--- config.mk ---
export PLATFORM = sky130hd
export DESIGN_NAME = pwm_bank
export DESIGN_NICKNAME = d
export VERILOG_FILES = /design/src/rtl/pwm_bank.sv
export SDC_FILE = /design/constraint.sdc
export NUM_CORES = 1
export LEC_CHECK = 0
export CAP_MARGIN = 15
export CELL_PAD_IN_SITES_DETAIL_PLACEMENT = 1
export CELL_PAD_IN_SITES_GLOBAL_PLACEMENT = 2
export CORE_MARGIN = 2
export CORE_UTILIZATION = 45
export DETAILED_ROUTE_END_ITERATION = 10
export GPL_TIMING_DRIVEN = 0
export PLACE_DENSITY = 0.82
export RECOVER_POWER = 25
export SLEW_MARGIN = 20
export SYNTH_ARGS = -nofsm -noshare
export SYNTH_HDL_FRONTEND = slang
export SYNTH_SLANG_ARGS = --single-unit
--- constraint.sdc ---
create_clock -name clk -period 10 [get_ports clk]
set_input_delay 1.5 -clock clk [delete_from_list [all_inputs] [get_ports clk]]
set_output_delay 1.5 -clock clk [all_outputs]
set_load 0.005 [all_outputs]
--- src/rtl/pwm_bank.sv ---
// pwm_bank: multi-channel PWM with double-buffered duty registers, shared prescaler and readback
module pwm_bank #(
    parameter int NUM_CHANNELS = 8,
    parameter int DUTY_WIDTH = 8,
    localparam int ADDR_WIDTH = $clog2(NUM_CHANNELS + 1)
) (
    input  logic                    clk,
    input  logic                    reset,
    input  logic                    wr_en,
    input  logic [ADDR_WIDTH-1:0]   wr_addr,
    input  logic [DUTY_WIDTH-1:0]   wr_data,
    input  logic [ADDR_WIDTH-1:0]   rd_addr,
    output logic [DUTY_WIDTH-1:0]   rd_data,
    input  logic                    sync_load,
    output logic [NUM_CHANNELS-1:0] pwm_out,
    output logic                    period_start
);
    localparam logic [DUTY_WIDTH-1:0] MAX = {{(DUTY_WIDTH-1){1'b1}}, 1'b0};
    localparam logic [ADDR_WIDTH-1:0] PRESC_ADDR = ADDR_WIDTH'(NUM_CHANNELS);
    logic [DUTY_WIDTH-1:0] shadow [NUM_CHANNELS];
    logic [DUTY_WIDTH-1:0] active [NUM_CHANNELS];
    logic [DUTY_WIDTH-1:0] presc_shadow, presc_active, presc_cnt, cnt, rd_mux;
    logic tick, wrap, load;
    assign tick = presc_cnt == presc_active;
    assign wrap = tick && cnt == MAX;
    assign load = sync_load || wrap;
    // Register-bank writes land only in the shadow copies; out-of-map addresses are dropped
    always_ff @(posedge clk or posedge reset) begin
        if (reset) begin
            for (int i = 0; i < NUM_CHANNELS; i++) shadow[i] <= '0;
            presc_shadow <= '0;
        end else begin
            for (int i = 0; i < NUM_CHANNELS; i++)
                if (wr_en && wr_addr == ADDR_WIDTH'(i)) shadow[i] <= wr_data;
            if (wr_en && wr_addr == PRESC_ADDR) presc_shadow <= wr_data;
        end
    end
    // Shadows move to active only at a period boundary or on sync_load, so duty never changes mid-period
    always_ff @(posedge clk or posedge reset) begin
        if (reset) begin
            for (int i = 0; i < NUM_CHANNELS; i++) active[i] <= '0;
            presc_active <= '0;
        end else if (load) begin
            for (int i = 0; i < NUM_CHANNELS; i++) active[i] <= shadow[i];
            presc_active <= presc_shadow;
        end
    end
    // Prescaler and period counter; the counter stops one short of all-ones so full duty stays high
    always_ff @(posedge clk or posedge reset) begin
        if (reset) begin
            presc_cnt <= '0;
            cnt <= '0;
        end else begin
            presc_cnt <= (sync_load || tick) ? '0 : presc_cnt + 1'b1;
            cnt <= sync_load ? '0 : !tick ? cnt : (cnt == MAX) ? '0 : cnt + 1'b1;
        end
    end
    // Outputs compare against the current count, one cycle behind it
    always_ff @(posedge clk or posedge reset) begin
        if (reset) begin
            pwm_out <= '0;
            period_start <= 1'b0;
        end else begin
            for (int i = 0; i < NUM_CHANNELS; i++) pwm_out[i] <= cnt < active[i];
            period_start <= load;
        end
    end
    // Readback mux over the shadow map; unmapped addresses read as zero
    always_comb begin
        rd_mux = '0;
        for (int i = 0; i < NUM_CHANNELS; i++)
            if (rd_addr == ADDR_WIDTH'(i)) rd_mux = shadow[i];
        if (rd_addr == PRESC_ADDR) rd_mux = presc_shadow;
    end
    // Registered readback, independent of same-cycle writes
    always_ff @(posedge clk or posedge reset) begin
        if (reset) rd_data <= '0;
        else rd_data <= rd_mux;
    end
endmodule

==> reports/metrics.yaml <==
hp-class: "reg -> reg"
die_area_um2: 21100
vias: 5639
clk_pin_slew_ps: 60
grt.total_usage: 0.231
drc: 0
avgSynthCellArea_um2: 13.2
drive_gt1_frac: 0.290
antenna_found_initial: 0
cp.required_ps: 10590
grt_overflow: 0
swShare: 0.293
final_max_slew_viol_count: 51
synth-main-ff-cell: "dfrtp_1"
async_flop_share: 1.00
routed_via_density: 5.56
wl_per_cell_um: 22.9
p_clk_frac: 0.299
p_seq_frac: 0.433
skew_ps: 8.47
hold_viol: 0
cts_resized: 0
synthesis.area_um2: 9000
place.gp.congestion: 0.832
violations: "capacitance limit, slew limit"
start_util: 0.461
area_growth_pct: 15.5
num_antenna_cells: 0
place_area_um2: 9730
outcome: "complete, but fails checks"
dr.pass1.iters: 4
synth-seq-cells: 177
grt_pass1_wl_um: 37000
port_buffers: 33
synth-seq-area-share: 0.492
rows: 51
clk_latency_ps: 430
synth_top_cell_by_area: "dfrtp_1"
power.total_mw: 2.55
worst-path-max-fanout: 65
cap_violations: 1
cts_buffers: 17
drtIter0Drc: 335
tns_ps: 0
final_util: 0.532
synth-edff-count: 0
clk_path_buf_depth: 2
rsz0062_at_grt: "no"
p_leak_nw: 4.91
arrival_ps: 4140
synth.top_cell.area_share: 0.492
grt_pass1_vias: 6253
routed_wl_um: 23200
cts_tree: "done"
p_sw_mw: 0.747
post-cts-setup-buffers: 0
holdBufCountCts: 0
ios: 37
fin_crit_sh: 0.355
fin_nets: 815
synth.area.top_cells: "dfrtp_1, mux2_4, mux2_2, ha_1, inv_1"
ant_nets: 0
syn_inst: 682
min_period_ps: 3550
pwr-share-comb: 0.268
p_int_mw: 1.81
yosys_warnings: 0
ys_types: 46
p_per_area_nw_per_um2: 246
setup_viol: 0
layout_common_cells: "dfrtp_1, mux2_2, inv_1, mux2_4, ha_1"
dpl.hpwl_um: 16100
final_common_cell: "dfrtp_1"
cts.htree.levels: 4
final_area_um2: 10400
fin_cells: 1014
root_buffer: "clkbuf_16"
core_um2: 19500
die_h_um: 145
place_inst: 982
slew_headroom: -0.552
grt_start_max_net_pins: 66
clock_sinks: 177
dieWidth_um: 145
ir_drop_mv: 0.145
synth_nets: 761
start_kind: "input pin"
crit_type: "in -> async"
worst_slew_pin_slew_ps: 2320
endpoint_kind: "asynchronous set/reset pin"
fmax_mhz: 282
[worst paths after layout]
path | slack [ps] | end | cells after the start | from
setup / recovery | 6450 | shadow[35] | 4 | reset
hold / removal | 510 | active[62] | 1 | active[62]
hold reg to reg | 510 | active[62] | 1 | active[62]
max in group clk | 6570 | rd_data[6] | 6 | rd_addr[0]
min in group asynchronous | 2140 | active[46] | 2 | reset
setup reg to reg | 7250 | active[32] | 5 | cnt[5]
[synth_stat cells, drive strengths merged, types with 2 or more instances]
cell type,count
xor2,5
o21a,16
dfrtp,177
a22oi,15
xnor2,9
nand3b,3
nor2b,2
nand2,23
a21oi,4
a31o,9
o221ai,5
mux2,151
nand4,2
inv,70
and3,7
o21ai,22
mux2i,2
nand3,13
or3,2
ha,59
nor2,17
o32ai,4
a2111oi,8
nor3b,6
nor3,2
a21boi,8
mux4,8
buf,10
a21o,3
clkbuf,10
[critical path, cell delays in order]
cell and delay, ps:
dlygate4sd3_1 550, clkinvlp_2 1320, buf_16 370, buf_16 320
[flip-flops by register name, summed over array words and instances (netlist names)]
register / count
active: 64
cnt: 8
period_start: 1
presc_active: 8
presc_cnt: 8
presc_shadow: 8
pwm_out: 8
rd_data: 8
shadow: 64
[final cells by class]
type	instances	area, µm²
Timing Repair Buffer	35	385
Inverter	71	268
Buffer	20	130
Multi-Input combinational cell	414	4180
Clock inverter	13	225
Fill cell	1975	9130
Tap cell	265	332
Clock buffer	19	453
Sequential cell	177	4430
[through the flow]
| step | hold WS, ps | setup slack, ps |
|---|---|---|
| after global placement | 493 | 1470 |
| after global routing | 532 | 6100 |
| final | 513 | 6450 |
| after detailed placement | 496 | 6150 |
| after floorplan | 476 | 3700 |
| after CTS | 512 | 6590 |
[logic make-up after synthesis]
logic type	after synthesis	synth area share
flip-flops	177	0.492
multiplexers	161	0.240
AO/OA/AOI/OAI	99	0.0815
buffers and inverters	91	0.0441
AND/OR/NAND/NOR	81	0.0468
adder cells (fa/ha/maj)	59	0.0820
XOR/XNOR	14	0.0136
[routing by layer]
layer	track usage	wire length (µm)
met1	0.328	11100
met2	0.367	10700
met3	0.0423	942
met4	0.0642	415
met5	0	0
[power groups by stage]
stage	logic [mW]	clock network, mW	registers [mW]
global route	0.756	0.810	1.13
CTS	0.694	0.774	1.10
global placement	0.641	0	1.10
detailed placement	0.680	0	1.11
floorplan	0.522	0	1.04
finish	0.685	0.764	1.10
No activity file was read; power rests on OpenSTA's default activity.
